$ cat src/rtl/riscv_pkg.sv
// Shared core definitions: bus/word-address widths, reset PC and the fetch FSM encoding.
package riscv_pkg;

  localparam int unsigned BUS_WIDTH = 32;
  localparam int unsigned PC_AW     = BUS_WIDTH - 2;
  localparam int unsigned INSTR_DW  = 32;

  localparam logic [PC_AW-1:0] RESET_WORD_PC = '0;

  typedef enum logic [1:0] {
    IDLE     = 2'd0,
    REQ      = 2'd1,
    WAIT_RSP = 2'd2,
    HOLD     = 2'd3
  } fetch_state_t;

endpackage

$ cat src/rtl/pc_fetch_ctrl_incr.sv
// Word incrementer: next sequential word address, wrapping modulo 2^AW.
module pc_fetch_ctrl_incr #(
  parameter int unsigned AW = 30
) (
  input  logic [AW-1:0] pc_i,
  output logic [AW-1:0] pc_inc_c
);

  assign pc_inc_c = pc_i + AW'(1);

endmodule

$ cat src/rtl/pc_fetch_ctrl.sv
// Fetch-path PC owner: one outstanding imem fetch, valid/ready delivery to decode.
// Optional FETCH_PERF_EN adds saturating fetched/stall performance counters.
module pc_fetch_ctrl
  import riscv_pkg::*;
#(
  parameter int unsigned    AW       = PC_AW,
  parameter int unsigned    DW       = INSTR_DW,
  parameter logic [AW-1:0]  RESET_PC = RESET_WORD_PC
) (
  input  logic          clk,
  input  logic          rst_n,
`ifdef FETCH_PERF_EN
  output logic [31:0]   perf_fetched_o,
  output logic [31:0]   perf_stall_o,
`endif
  input  logic          redirect_i,
  input  logic [AW-1:0] redirect_pc_i,
  output logic          imem_req_o,
  output logic [AW-1:0] imem_addr_o,
  input  logic          imem_gnt_i,
  input  logic          imem_rvalid_i,
  input  logic [DW-1:0] imem_rdata_i,
  output logic          instr_valid_o,
  output logic [DW-1:0] instr_o,
  output logic [AW-1:0] instr_pc_o,
  input  logic          instr_ready_i
);

  fetch_state_t  state_q, state_d;
  logic [AW-1:0] pc_q, pc_d;
  logic [AW-1:0] fetch_pc_q, fetch_pc_d;
  logic [AW-1:0] instr_pc_q, instr_pc_d;
  logic [DW-1:0] instr_q, instr_d;
  logic          valid_q, valid_d;
  logic          drop_q, drop_d;
  logic          req_q, req_d;
  logic [AW-1:0] pc_inc;

  pc_fetch_ctrl_incr #(.AW(AW)) u_incr (
    .pc_i     (instr_pc_q),
    .pc_inc_c (pc_inc)
  );

  always_ff @(posedge clk or negedge rst_n) begin
    if (!rst_n) begin
      state_q    <= IDLE;
      pc_q       <= RESET_PC;
      fetch_pc_q <= RESET_PC;
      instr_pc_q <= '0;
      instr_q    <= '0;
      valid_q    <= 1'b0;
      drop_q     <= 1'b0;
      req_q      <= 1'b0;
    end else begin
      state_q    <= state_d;
      pc_q       <= pc_d;
      fetch_pc_q <= fetch_pc_d;
      instr_pc_q <= instr_pc_d;
      instr_q    <= instr_d;
      valid_q    <= valid_d;
      drop_q     <= drop_d;
      req_q      <= req_d;
    end
  end

  // Next state; redirect takes priority over every handshake in every state.
  always_comb begin
    state_d    = state_q;
    pc_d       = pc_q;
    fetch_pc_d = fetch_pc_q;
    instr_pc_d = instr_pc_q;
    instr_d    = instr_q;
    valid_d    = valid_q;
    drop_d     = drop_q;

    if (redirect_i) begin
      pc_d    = redirect_pc_i;
      valid_d = 1'b0;
      unique case (state_q)
        IDLE: state_d = REQ;
        REQ: begin
          if (imem_gnt_i) begin
            fetch_pc_d = pc_q;
            drop_d     = 1'b1;
            state_d    = WAIT_RSP;
          end
        end
        WAIT_RSP: begin
          if (imem_rvalid_i) begin
            drop_d  = 1'b0;
            state_d = REQ;
          end else begin
            drop_d  = 1'b1;
          end
        end
        HOLD: state_d = REQ;
        default: state_d = IDLE;
      endcase
    end else begin
      unique case (state_q)
        IDLE: state_d = REQ;
        REQ: begin
          if (imem_gnt_i) begin
            fetch_pc_d = pc_q;
            state_d    = WAIT_RSP;
          end
        end
        WAIT_RSP: begin
          if (imem_rvalid_i) begin
            if (drop_q) begin
              drop_d  = 1'b0;
              state_d = REQ;
            end else begin
              instr_d    = imem_rdata_i;
              instr_pc_d = fetch_pc_q;
              valid_d    = 1'b1;
              state_d    = HOLD;
            end
          end
        end
        HOLD: begin
          if (instr_ready_i) begin
            valid_d = 1'b0;
            pc_d    = pc_inc;
            state_d = REQ;
          end
        end
        default: state_d = IDLE;
      endcase
    end

    req_d = (state_d == REQ);
  end

  assign imem_req_o    = req_q;
  assign imem_addr_o   = pc_q;
  assign instr_valid_o = valid_q;
  assign instr_o       = instr_q;
  assign instr_pc_o    = instr_pc_q;

`ifdef FETCH_PERF_EN
  logic [31:0] perf_fetched_q, perf_fetched_d;
  logic [31:0] perf_stall_q, perf_stall_d;

  always_ff @(posedge clk or negedge rst_n) begin
    if (!rst_n) begin
      perf_fetched_q <= '0;
      perf_stall_q   <= '0;
    end else begin
      perf_fetched_q <= perf_fetched_d;
      perf_stall_q   <= perf_stall_d;
    end
  end

  // A redirect in HOLD drops the instruction, so it is not a handshake.
  always_comb begin
    perf_fetched_d = perf_fetched_q;
    perf_stall_d   = perf_stall_q;
    if (valid_q && instr_ready_i && !redirect_i && (perf_fetched_q != '1)) begin
      perf_fetched_d = perf_fetched_q + 32'(1);
    end
    if (!valid_q && (state_q != IDLE) && (perf_stall_q != '1)) begin
      perf_stall_d = perf_stall_q + 32'(1);
    end
  end

  assign perf_fetched_o = perf_fetched_q;
  assign perf_stall_o   = perf_stall_q;
`endif

endmodule
$ cat config.mk
export PLATFORM = sky130hd
export DESIGN_NAME = pc_fetch_ctrl
export DESIGN_NICKNAME = d
export VERILOG_FILES = /design/src/rtl/riscv_pkg.sv /design/src/rtl/pc_fetch_ctrl_incr.sv /design/src/rtl/pc_fetch_ctrl.sv
export SDC_FILE = /design/constraint.sdc
export NUM_CORES = 1
export LEC_CHECK = 0
export ABC_AREA = 1
export CAP_MARGIN = 20
export CORE_ASPECT_RATIO = 2
export CORE_MARGIN = 5
export CORE_UTILIZATION = 49
export CTS_CLUSTER_DIAMETER = 40
export DETAILED_ROUTE_END_ITERATION = 10
export GPL_TIMING_DRIVEN = 0
export PLACE_DENSITY = 0.81
export SYNTH_ARGS = -nofsm -noshare
export SYNTH_HDL_FRONTEND = slang
export SYNTH_SLANG_ARGS = --single-unit
$ cat constraint.sdc
create_clock -name clk -period 1.87 [get_ports clk]
set_input_delay 0.374 -clock clk [delete_from_list [all_inputs] [get_ports clk]]
set_output_delay 0.374 -clock clk [all_outputs]
set_load 0.005 [all_outputs]
# Yosys cells after proc, flatten, opt, wreduce, memory -nomap -nowiden
# Index checks and enable logic that the tools add are counted.
# classes
shifts	0
order_cmp	0
n_div	0
eq_ne	8
n_reduce_logical	13
mux	22
n_mul	0
addsub	1
n_bitwise	2
# ops
cell	count
2-to-1 mux 30 bit	3
adder 30 x 1 -> 30 bit (second input constant)	1
2-to-1 mux 2 bit	6
!= test 3 bit (second input constant)	4
AND reduction 4 bit	3
nonzero test 2 bit	5
2-to-1 mux 1 bit	9
one-hot mux 2 bit (4 select lines)	1
one-hot mux 2 bit (3 select lines)	1
== test 2 x 1 -> 1 bit (second input constant)	2
== test 2 bit (second input constant)	2
one-hot mux 1 bit (2 select lines)	2
AND reduction 2 bit	2
nonzero test 3 bit	1
zero test 2 bit	1
inverter 1 bit	2
OR reduction 2 bit	1
# word_totals
regBits	127
output_inout_bits	94
romBits	0
mem_bits_rw	0
inputBits	68
mem_count	0
latchBits	0
word_cells	54

# Longest topological paths before layout
# Gate-level depths: netlist (run 1).
# depth
word_depth	5
ltp_mapped	10
mapped_depth_nobuf	10

# Modules after synthesis
# A second synthesis (run 1) with hierarchy kept.
# hier_totals
hier_cells	756
hier_area_um2	6100.9
# modules_own_cells
mod	area_each_um2	cells_each	n_inst
pc_fetch_ctrl	5206.2	581	1
pc_fetch_ctrl_incr	894.6	175	1

# Worst setup path after synthesis (run 1)
# Ideal clock, no wire load.
# synth_timing
path_type	register -> register
start	register state_q[0]
end	register instr_q[10] (netlist: instr_o[10])
path_stages_with_launch	8
setup_slack_ps	319
arrival_ps	1426
required_time_ps	1745
n_path_buf	1
cell_sequence	dfrtp_1 -> inv_1 -> ha_1 -> nand2_1 -> inv_2 -> nand3_4 -> buf_6 -> mux2_4
# synth_between
elab_chain_len	2
# synth_lines
element	line_no	text
start, declared	pc_fetch_ctrl.sv:29	fetch_state_t state_q, state_d;
start signal, assigned	pc_fetch_ctrl.sv:55	state_q <= state_d;
== test 2 bit	pc_fetch_ctrl.sv:100	unique case (state_q)
AND reduction 4 bit (no line)	n/a	
end signal, assigned	pc_fetch_ctrl.sv:59	instr_q <= instr_d;
end, declared	pc_fetch_ctrl.sv:33	logic [DW-1:0] instr_q, instr_d;
# Every way passes these cells.
# A chain may end at the register's enable or synchronous reset.

# Worst setup path in the final report (run 1)
# layout_timing
start	register instr_pc_q[22] (netlist: instr_pc_o[22])
end	output port instr_pc_o[22]
# layout_rtl
element	line_no	text
start, declared	pc_fetch_ctrl.sv:32	logic [AW-1:0] instr_pc_q, instr_pc_d;
start signal, assigned	pc_fetch_ctrl.sv:58	instr_pc_q <= instr_pc_d;
end, declared	pc_fetch_ctrl.sv:25	output logic [AW-1:0] instr_pc_o,
# No word-level cell between the ends.

==> results of run 1 <==
==> flip-flops by register name (all words and copies together) (netlist names) <==
name and cells:
drop_q 1, instr_o 32, state_q 2, instr_valid_o 1, imem_addr_o 30, instr_pc_o 30, fetch_pc_q 30, imem_req_o 1
==> routing by layer <==
| layer | GRT usage (%) | up-vias | wire length (um) |
|---|---|---|---|
| li1 | - | 2594 | - |
| met1 | 25.86 | 2590 | 6136 |
| met2 | 42.72 | 240 | 9387 |
| met3 | 4.939 | 79 | 1202 |
| met4 | 17.11 | 0 | 1233 |
| met5 | 0 | - | 0 |
==> final timing paths <==
path | startpoint | end | depth (start not counted)
setup reg to reg | instr_pc_o[1] | imem_addr_o[16] | 8
min in group clk | fetch_pc_q[13] | fetch_pc_q[13] | 2
setup / recovery | instr_pc_o[22] | instr_pc_o[22] | 1
max in group asynchronous | rst_n | instr_pc_o[1] | 3
hold / removal | rst_n | imem_addr_o[17] | 2
hold reg to reg | fetch_pc_q[13] | fetch_pc_q[13] | 2
==> synthesized netlist by cell type (5+ instances only) <==
cell | n | area share [%]
nand3_1 | 38 | 3.1
a21oi_1 | 30 | 2.5
clkbuf_1 | 11 | 0.68
buf_2 | 11 | 0.90
ha_1 | 5 | 1.0
nor2_1 | 105 | 6.4
o22ai_1 | 5 | 0.51
dfrtp_1 | 127 | 52
nand2_2 | 5 | 0.51
o21ai_0 | 48 | 3.9
mux2_4 | 30 | 7.4
nor2_4 | 6 | 1.1
inv_1 | 67 | 4.1
nand2_1 | 162 | 9.9
mux2_2 | 7 | 1.3
==> power breakdown <==
part           leakage (nW)  switching (mW)  internal, mW
clock                 0.286            1.22          2.23
sequential             1.54           0.835          3.83
combinational          2.33            2.04          2.52
total                  4.16            4.10          8.59
==> per-stage QoR <==
| step | instances | util (%) | total power [mW] | hold slack [ps] |
|---|---|---|---|---|
| 2_1_floorplan | 693 | - | 6.729 | 78.41 |
| 3_3_place_gp | 1001 | 64.87 | 9.012 | 461.9 |
| 3_5_place_dp | 1002 | 65.11 | 9.150 | 395.3 |
| 4_1_cts | 1035 | 70.38 | 12.72 | 486.9 |
| 5_1_grt | 1041 | 70.82 | 13.45 | 505.8 |
| 6_report | 1041 | 70.82 | 12.68 | 485.2 |
==> timing repair <==
item | CTS | global route
setup endpoints to repair | 20 | 47
hold endpoints to repair | 63 | 0
hold buffers | 1 | 0
gates resized for setup | 4 | 14
pin swaps | 0 | 1
buffers inserted | 0 | 5
==> area by class of cell <==
type | count | area [sq um]
Inverter | 70 | 262.8
Clock inverter | 13 | 188.9
Fill cell | 894 | 3558
Sequential cell | 127 | 3182
Buffer | 27 | 153.9
Tap cell | 147 | 183.9
Multi-Input combinational cell | 469 | 2542
Timing Repair Buffer | 168 | 1688
Clock buffer | 19 | 432.9
Antenna cell | 1 | 2.502
==> logic make-up (layout without fill, tap and decap cells) <==
family | count (synthesis) | after routing
mux | 40 | 40
other cells | 0 | 1
buf+inv | 97 | 297
xor+xnor | 7 | 7
compound gates | 94 | 94
fa+ha+maj | 5 | 5
flops | 127 | 127
simple gates | 323 | 323
==> summary.txt, run 1 <==
Status
  • Status: complete, no violations

Timing
  • Least-Margin Pin Slew: ~630 ps
  • Tmin final: 1814 ps
  • Slew margin rel.: 58.07%
  • Final hold viol count: 0
  • RSZ-0062 raised after global routing: true
  • Final period util: 96.99%
  • Slew Viols, Final: 0
  • Setup ws final: 56.35 ps
  • Layout Skew: 9.094 ps
  • Setup TNS: 0 ps
  • Fmax: about 0.55 GHz
  • Final Setup Violations: 0

Synth
  • Mapped Nets: 766
  • Post-synth EDFFs: 0
  • Largest family of logic cells by synthesized area: simple AND/OR/NAND/NOR gates
  • Synth Area in Adders: 1.023%
  • Dominant synthesized flop cell: dfrtp_1
  • Mapped cell area: 6116 sq um
  • #FFs+latches synth: 127
  • Synth warnings: 0
  • Post-synthesis compound-gate area fraction: 8.142%
  • Xor/xnor share of the synthesized area: 1.002%
  • FFs w/ async S/R, synth: 100.0%
  • Synth Area in Simple Gates: between 20% and 30%
  • Mapped Cells: 693
  • Multiplexer share of the synthesized area: 9.206%
  • Synth cell types: 31
  • Seq/Total Area, Yosys: 51.96%
  • Synth Area per Inst: slightly below 9 sq um

Layout
  • Most common cell after layout, fill and taps aside: nand2_1
  • Most frequent cells in the layout: nand2_1 (162), clkdlybuf4s50_1 (160), dfrtp_1 (124), nor2_1 (104), inv_1 (67)
  • Share of cells above drive strength 1: 13.44%
  • Area Growth Syn to Fin: 41.22%
  • Nets: roughly 950
  • Fin area: between 8000 and 9000 sq um

Global route
  • Vias in the first global route: 5720
  • Initial antenna violation count: 1
  • Total gr overflow: 0
  • First-pass GRT wire length: 28.17 mm
  • Gr usage total: about a quarter
  • Pin count of the biggest net entering global routing: 65

Setup path
  • Worst setup path class: reg -> out
  • Worst path slowest cell: clkdlybuf4s50_1
  • Internal reg-to-reg setup slack: 80 ps
  • Crit start category: flip-flop
  • CP top delay family: buffers and inverters
  • WP data required: 1500 ps
  • WP data arrival: 1440 ps
  • Critical Path Fanout Max: 6
  • Worst Setup End Kind: output pin
  • CP bufs+invs: 1
  • Critical path, cell by cell: clkdlybuf4s50_1
  • Worst stage delay on the critical path: around 570 ps

Routing
  • Wire length per cell: approximately 17 um
  • Drc violations: 0
  • Vias: 5503
  • Routed Antenna Nets: 0
  • First-pass DRT Iterations: 5
  • Routed wire length: ~18 mm
  • DR iter-0 viols: about 300
  • Via-to-Cell Ratio: 5.286

Power
  • Power density over the cells: 1469 nW/um^2
  • Peak VDD IR: 1048 uV
  • Static Leak: 4.163 nW

Clock tree
  • Clock latency on the worst-skew pair: about 400 ps
  • TritonCTS buffer count: 17
  • Clk root buf: clkbuf_16
  • CTS Sinks: between 100 and 150
  • Longest Clk Path Bufs: 2
  • CTS tree: done
  • H-tree depth: 4
  • Clk slew on worst S/H paths: 60 ps

Place
  • Area after DPL: about 8000 sq um
  • Place WS: -249.1 ps
  • Post-DP HPWL: 13.31 mm
  • Port Buf Inserts: 161
  • Placer Congestion: between 0.9 and 1

Die
  • Die width: 89.00 um
  • Row count: 57
  • Vert. Die Dim: 168.0 um
  • Core Area: roughly 12000 sq um
  • Ports: 162
  • DIE AREA: 14950 sq um
  • Initial core utilization: between 50% and 60%

Hold path
  • Worst Hold Class: in -> async

Run
  • Max Cap Viol: 0
No activity file was read; power rests on OpenSTA's default activity.
==> run 2: changes to the inputs <==
--- a/config.mk
+++ b/config.mk
@@ -7,13 +7,14 @@
 export LEC_CHECK = 0
 export ABC_AREA = 1
 export CAP_MARGIN = 20
-export CORE_ASPECT_RATIO = 2
+export CORE_ASPECT_RATIO = 0.8
 export CORE_MARGIN = 5
 export CORE_UTILIZATION = 49
 export CTS_CLUSTER_DIAMETER = 40
 export DETAILED_ROUTE_END_ITERATION = 10
 export GPL_TIMING_DRIVEN = 0
 export PLACE_DENSITY = 0.81
+export SLEW_MARGIN = 40
 export SYNTH_ARGS = -nofsm -noshare
 export SYNTH_HDL_FRONTEND = slang
 export SYNTH_SLANG_ARGS = --single-unit
==> run 2 against run 1 <==
- global-route usage is 0.34 points higher
- clock skew about the same
- register-to-register slack improved by 30 ps
- sequential power rose by 0.9%
- final cell count rose by 2.5%
- combinational power about the same
- first-iteration DRC count up 64%
- via count grew 1.3%
- setup slack got worse by 9.7 ps
- utilization up 0.62 points
- critical path type unchanged
- largest cell class unchanged
==> summary.txt, run 2 (synthesized netlist as in run 1, its figures left out) <==
Power
  • Static Leak: 4.238 nW (was 4.163 nW)
  • Power density over the cells: 1474 nW/um^2 (was 1469 nW/um^2)
  • Seq pwr share: 36.6% (was 36.8%)
  • Combinational share of power: 35.8% (was 36.0%)
  • Peak VDD IR: 856.7 uV (was 1048 uV)
  • Sw power: 4.198 mW (was 4.099 mW)
  • Internal power: 8.660 mW (was 8.585 mW)
  • Clock power frac: 27.7% (was 27.2%)
  • Sw frac: 32.65% (was 32.32%)

Setup path
  • Worst path slowest cell: clkdlybuf4s50_1 (unchanged)
  • R2R Path Start: state_q[0] (was instr_pc_o[1])
  • Worst stage delay on the critical path: 550 ps (was 570 ps)
  • Worst reg2reg path depth: 8 (unchanged)
  • Critical Path Fanout Max: 5 (was 6)
  • CP top delay family: buffers and inverters (unchanged)
  • WP data required: 1500 ps (about the same)
  • Worst setup path class: reg -> out (unchanged)
  • CP bufs+invs: 1 (unchanged)
  • Internal reg-to-reg setup slack: 110 ps (was 80 ps)
  • Critical path, cell by cell: clkdlybuf4s50_1 (unchanged)
  • WP data arrival: 1450 ps (was 1440 ps)
  • Crit start category: flip-flop (unchanged)
  • Worst Setup End Kind: output pin (unchanged)
  • R2R Path End: instr_o[23] (was imem_addr_o[16])

Layout
  • Fin cells: 1067 (was 1041)
  • Most frequent cells in the layout: nand2_1 (162), clkdlybuf4s50_1 (160), dfrtp_1 (127), nor2_1 (104), inv_1 (67) (was nand2_1 (162), clkdlybuf4s50_1 (160), dfrtp_1 (124), nor2_1 (104), inv_1 (67))
  • Nets: 956 (was 953)
  • Ant diodes: 0 (was 1)
  • Largest register FFs: 32 (unchanged)
  • Fin util: 71.44% (was 70.82%)
  • Share of cells above drive strength 1: 13.84% (was 13.44%)
  • Most common cell after layout, fill and taps aside: nand2_1 (unchanged)
  • # fillers: 896 (was 894)
  • Area Growth Syn to Fin: 42.59% (was 41.22%)

Timing
  • Fmax: 0.5484 GHz (was 0.5514 GHz)
  • Setup ws final: 46.65 ps (was 56.35 ps)
  • Hold_ws: 432.7 ps (was 485.2 ps)
  • Final period util: 97.51% (was 96.99%)
  • Setup TNS: 0 ps (unchanged)
  • Layout Skew: 9.313 ps (was 9.094 ps)
  • Tmin final: 1823 ps (was 1814 ps)
  • Least-Margin Pin Slew: 598.5 ps (was 629.0 ps)
  • Slew margin rel.: 60.10% (was 58.07%)
  • Final hold viol count: 0 (unchanged)
  • Final Setup Violations: 0 (unchanged)
  • Slew Viols, Final: 0 (unchanged)

Die
  • Row count: 36 (was 57)
  • Vert. Die Dim: 109.9 um (was 168.0 um)
  • Initial core utilization: 50.10% (was 50.15%)
  • Ports: 162 (unchanged)
  • DIE AREA: 14830 sq um (was 14950 sq um)
  • Die width: 134.9 um (was 89.00 um)
  • Core Area: 12210 sq um (was 12200 sq um)

Routing
  • DR iter-0 viols: 493 (was 301)
  • Wire length per cell: 17.06 um (was 17.25 um)
  • First-pass DRT Iterations: 9 (was 5)
  • Via-to-Cell Ratio: 5.224 (was 5.286)
  • Vias: 5574 (was 5503)
  • Drc violations: 0 (unchanged)
  • Routed Antenna Nets: 0 (unchanged)
  • Routed wire length: 18.21 mm (was 17.96 mm)

Clock tree
  • Clock latency on the worst-skew pair: 420 ps (was 410 ps)
  • CTS Sinks: 127 (unchanged)
  • Clk root buf: clkbuf_16 (unchanged)
  • H-tree depth: 4 (unchanged)
  • TritonCTS buffer count: 17 (unchanged)
  • Longest Clk Path Bufs: 2 (unchanged)
  • CTS tree: done (unchanged)
  • Clk slew on worst S/H paths: 60 ps (about the same)

Hold path
  • Worst Hold Class: in -> async (unchanged)

Global route
  • M1 GR Usage: 33.16% (was 25.86%)
  • Gr usage total: 25.08% (was 24.74%)
  • Busiest layer in global routing: met2 (unchanged)
  • First-pass GRT wire length: 28.72 mm (was 28.17 mm)
  • GR Util met2: 39.15% (was 42.72%)
  • Total gr overflow: 0 (unchanged)
  • Grt met3 use: 8.829% (was 4.939%)
  • Initial antenna violation count: 0 (was 1)
  • Pin count of the biggest net entering global routing: 46 (was 65)
  • Vias in the first global route: 5562 (was 5720)

Place
  • Place WS: -323.8 ps (was -249.1 ps)
  • Placer Congestion: 0.9298 (was 0.9408)
  • Placed cell count: 1027 (was 1002)
  • Post-DP HPWL: 12.74 mm (was 13.31 mm)
  • Port Buf Inserts: 161 (unchanged)

Status
  • Status: complete, no violations (unchanged)

Run
  • Max Cap Viol: 0 (unchanged)
-- run 2: repair_timing --
item | 4_1_cts | 5_1_grt
cloned | 0 | 0
hold endpoints to repair | 44 | 0
gates resized for setup | 7 | 12
hold buffers | 1 | 0
setup buffers | 0 | 7
setup endpoints to repair | 39 | 48
pin swaps | 1 | 2
-- run 2: cell type report --
class / instances / area (sq um) / share of cell area (%)
buffer: 27 / 156.4 / 1.793
clock buffer: 21 / 470.5 / 5.395
clock inverter: 11 / 161.4 / 1.851
inverter: 70 / 262.8 / 3.013
multi-input combinational: 469 / 2551 / 29.25
sequential: 127 / 3178 / 36.44
tap: 171 / 214.0 / 2.453
timing repair buffer: 171 / 1727 / 19.80
-- run 2: per-layer routing --
| layer | up-vias | part of all wire [%] | wire (um) |
|---|---|---|---|
| met5 | - | 0 | 0 |
| met4 | 0 | 1.9 | 349 |
| met3 | 36 | 10 | 1895 |
| met2 | 300 | 46 | 8300 |
| met1 | 2639 | 42 | 7661 |
| li1 | 2599 | - | - |
-- run 2: worst max-delay path by stage --
stage	start	end	depth (start not counted)
after CTS	state_q[0]	instr_pc_o[26]	8
final	instr_pc_o[9]	instr_pc_o[9]	1
after global placement	rst_n	instr_o[14]	1
after floorplan	state_q[0]	instr_o[10]	7
after detailed placement	redirect_i	imem_addr_o[28]	6
after global routing	instr_pc_o[1]	imem_addr_o[24]	10
-- run 2: power by group through the flow --
| stage | sequential (mW) | combinational, mW | clock [mW] |
|---|---|---|---|
| 6_report | 4.70 | 4.60 | 3.56 |
| 5_1_grt | 4.82 | 5.06 | 3.69 |
| 3_3_place_gp | 4.65 | 4.37 | 0 |
| 2_1_floorplan | 4.56 | 2.17 | 0 |
| 3_5_place_dp | 4.67 | 4.51 | 0 |
| 4_1_cts | 4.68 | 4.59 | 3.56 |
-- run 2: per-stage QoR --
stage,area [sq um],power (mW)
floorplan,6116,6.729
global placement,7941,9.025
detailed placement,7994,9.175
CTS,8650,12.83
global route,8721,13.57
finish,8721,12.86
==> run 3: changes to the inputs <==
--- a/config.mk
+++ b/config.mk
@@ -7,13 +7,13 @@
 export LEC_CHECK = 0
 export ABC_AREA = 1
 export CAP_MARGIN = 20
-export CORE_ASPECT_RATIO = 0.8
 export CORE_MARGIN = 5
 export CORE_UTILIZATION = 49
 export CTS_CLUSTER_DIAMETER = 40
 export DETAILED_ROUTE_END_ITERATION = 10
 export GPL_TIMING_DRIVEN = 0
 export PLACE_DENSITY = 0.81
+export REMOVE_ABC_BUFFERS = 1
 export SLEW_MARGIN = 40
 export SYNTH_ARGS = -nofsm -noshare
 export SYNTH_HDL_FRONTEND = slang
==> run 3 against run 2 <==
- critical endpoint is now instr_pc_o[22]
- largest power group unchanged
- count of clock-buffer cells in the layout increased by 1
- combinational power decreased by 0.9%
- total power increased by 0.22%
- non-clock buffer count down 23
- critical path type unchanged
- sequential share of layout area fell by 0.054 points
- clock power rose by 3%
- sequential cell count unchanged
==> summary.txt, run 3 (synthesized netlist as in run 1, its figures left out) <==
Power
  • Clock power frac: 28.4% (was 27.7%)
  • Static Leak: 4.200 nW (was 4.238 nW)
  • Sw frac: 31.46% (was 32.65%)
  • Seq pwr share: 36.2% (was 36.6%)
  • Sw power: 4.054 mW (was 4.198 mW)
  • Internal power: 8.832 mW (was 8.660 mW)
  • Power density over the cells: 1473 nW/um^2 (was 1474 nW/um^2)
  • Combinational share of power: 35.4% (was 35.8%)
  • Peak VDD IR: 967.3 uV (was 856.7 uV)

Setup path
  • Critical Path Fanout Max: 6 (was 5)
  • CP bufs+invs: 1 (unchanged)
  • Critical path, cell by cell: clkdlybuf4s50_1 (unchanged)
  • Worst reg2reg path depth: 8 (unchanged)
  • WP data arrival: 1420 ps (was 1450 ps)
  • Worst path slowest cell: clkdlybuf4s50_1 (unchanged)
  • Critical Path Start: instr_pc_o[22] (was instr_pc_o[9])
  • Worst Setup End Kind: output pin (unchanged)
  • R2R Path End: instr_o[12] (was instr_o[23])
  • Internal reg-to-reg setup slack: 70 ps (was 110 ps)
  • Worst stage delay on the critical path: 550 ps (about the same)
  • R2R Path Start: state_q[0] (unchanged)
  • CP top delay family: buffers and inverters (unchanged)
  • Worst setup path class: reg -> out (unchanged)
  • Crit start category: flip-flop (unchanged)
  • WP data required: 1500 ps (about the same)

Timing
  • Setup ws final: 74.95 ps (was 46.65 ps)
  • Least-Margin Pin Slew: 582.6 ps (was 598.5 ps)
  • Final period util: 95.99% (was 97.51%)
  • RSZ-0062 raised after global routing: false
  • Final hold viol count: 0 (unchanged)
  • Final Setup Violations: 0 (unchanged)
  • Slew Viols, Final: 0 (unchanged)
  • Slew margin rel.: 61.16% (was 60.10%)
  • Layout Skew: 6.726 ps (was 9.313 ps)
  • Fmax: 0.5571 GHz (was 0.5484 GHz)
  • Tmin final: 1795 ps (was 1823 ps)

Clock tree
  • Clock latency on the worst-skew pair: 410 ps (was 420 ps)
  • Clk root buf: clkbuf_16 (unchanged)
  • CTS tree: done (unchanged)
  • H-tree depth: 4 (unchanged)
  • CTS Sinks: 127 (unchanged)
  • TritonCTS buffer count: 17 (unchanged)
  • Clk slew on worst S/H paths: 50 ps (was 60 ps)
  • Longest Clk Path Bufs: 2 (unchanged)

Global route
  • Busiest layer in global routing: met2 (unchanged)
  • Initial antenna violation count: 0 (unchanged)
  • Vias in the first global route: 5493 (was 5562)
  • First-pass GRT wire length: 27.46 mm (was 28.72 mm)
  • Gr usage total: 23.73% (was 25.08%)
  • Pin count of the biggest net entering global routing: 76 (was 46)
  • GR Util met2: 38.93% (was 39.15%)
  • Total gr overflow: 0 (unchanged)
  • Grt met3 use: 7.614% (was 8.829%)
  • M1 GR Usage: 29.73% (was 33.16%)

Die
  • DIE AREA: 14820 sq um (was 14830 sq um)
  • Core Area: 12110 sq um (was 12210 sq um)
  • Vert. Die Dim: 121.7 um (was 109.9 um)
  • Ports: 162 (unchanged)
  • Initial core utilization: 50.50% (was 50.10%)
  • Row count: 40 (was 36)
  • Die width: 121.7 um (was 134.9 um)

Routing
  • Routed wire length: 16.88 mm (was 18.21 mm)
  • Vias: 5386 (was 5574)
  • Via-to-Cell Ratio: 5.169 (was 5.224)
  • Wire length per cell: 16.20 um (was 17.06 um)
  • First-pass DRT Iterations: 5 (was 9)
  • Routed Antenna Nets: 0 (unchanged)
  • DR iter-0 viols: 499 (was 493)
  • Drc violations: 0 (unchanged)

Layout
  • Nets: 934 (was 956)
  • Ant diodes: 0 (unchanged)
  • Fin util: 72.25% (was 71.44%)
  • Largest register FFs: 32 (unchanged)
  • Combined area of the multi-input logic cells: 2580 sq um (was 2551 sq um)
  • Most frequent cells in the layout: nand2_1 (161), clkdlybuf4s50_1 (159), dfrtp_1 (122), nor2_1 (105), inv_1 (66) (was nand2_1 (162), clkdlybuf4s50_1 (160), dfrtp_1 (127), nor2_1 (104), inv_1 (67))
  • Area Growth Syn to Fin: 43.09% (was 42.59%)
  • Most common cell after layout, fill and taps aside: nand2_1 (unchanged)
  • Share of cells above drive strength 1: 12.59% (was 13.84%)
  • Storage cell area: 3184 sq um (was 3178 sq um)
  • # fillers: 906 (was 896)

Hold path
  • WHS Path Cells: 2
  • Worst hold endpoint: fetch_pc_q[3]
  • Worst Hold Class: reg -> reg (was in -> async)
  • Min-delay src: fetch_pc_q[3]

Place
  • Post-DP HPWL: 11.38 mm (was 12.74 mm)
  • Place WS: -1671 ps (was -323.8 ps)
  • Placer Congestion: 0.8772 (was 0.9298)
  • Port Buf Inserts: 161 (unchanged)

Run
  • Max Cap Viol: 0 (unchanged)

Status
  • Status: complete, no violations (unchanged)
[run 3: power groups by stage]
| stage | Sequential, mW | Combinational (mW) | Clock, mW |
|---|---|---|---|
| 5_1_grt | 4.82 | 5.04 | 3.84 |
| 3_5_place_dp | 4.66 | 4.50 | 0 |
| 2_1_floorplan | 4.56 | 2.13 | 0 |
| 4_1_cts | 4.64 | 4.58 | 3.71 |
| 6_report | 4.66 | 4.56 | 3.66 |
| 3_3_place_gp | 4.61 | 4.29 | 0 |
[run 3: timing repair]
action                                  CTS  global route
pin swaps                                 2             1
endpoints found under the setup margin   92            28
hold buffers                              1             0
buffers inserted                          2             5
resized for setup                        11             8
hold endpoints to repair                 74             0
cloned                                    1             1
[run 3: layout make-up]
class / instances / area share, %
tap: 168 / 2.402
clock inverter: 10 / 2.088
multi-input combinational: 470 / 29.48
inverter: 70 / 3.331
clock buffer: 22 / 5.419
timing repair buffer: 175 / 20.89
sequential: 127 / 36.39
[run 3: worst max path at each step]
stage	depth (start not counted)	slack, ps	to
floorplan	3	-510	instr_pc_o[2]
global placement	1	-4430	instr_o[24]
detailed placement	6	-1670	instr_o[16]
CTS	6	30	imem_addr_o[6]
global route	7	10	instr_o[14]
finish	1	70	instr_pc_o[22]
[run 3: stage by stage]
stage | setup TNS (ps) | power (mW) | instance area [sq um] | hold slack [ps] | cells
3_5_place_dp | -109170 | 9.163 | 7938 | 395.5 | 1000
6_report | 0 | 12.89 | 8751 | 486.4 | 1042
2_1_floorplan | -30820 | 6.692 | 5971 | 78.41 | 666
4_1_cts | 0 | 12.93 | 8675 | 487.9 | 1036
3_3_place_gp | -765060 | 8.896 | 7792 | 463.9 | 995
5_1_grt | 0 | 13.71 | 8751 | 512.2 | 1042
[run 3: routing by layer]
layer	wire length [um]	share of wire, %	up-vias
li1	-	-	2545
met1	6983	41	2608
met2	8347	49	212
met3	1320	7.8	21
met4	228	1.4	0
met5	0	0	-
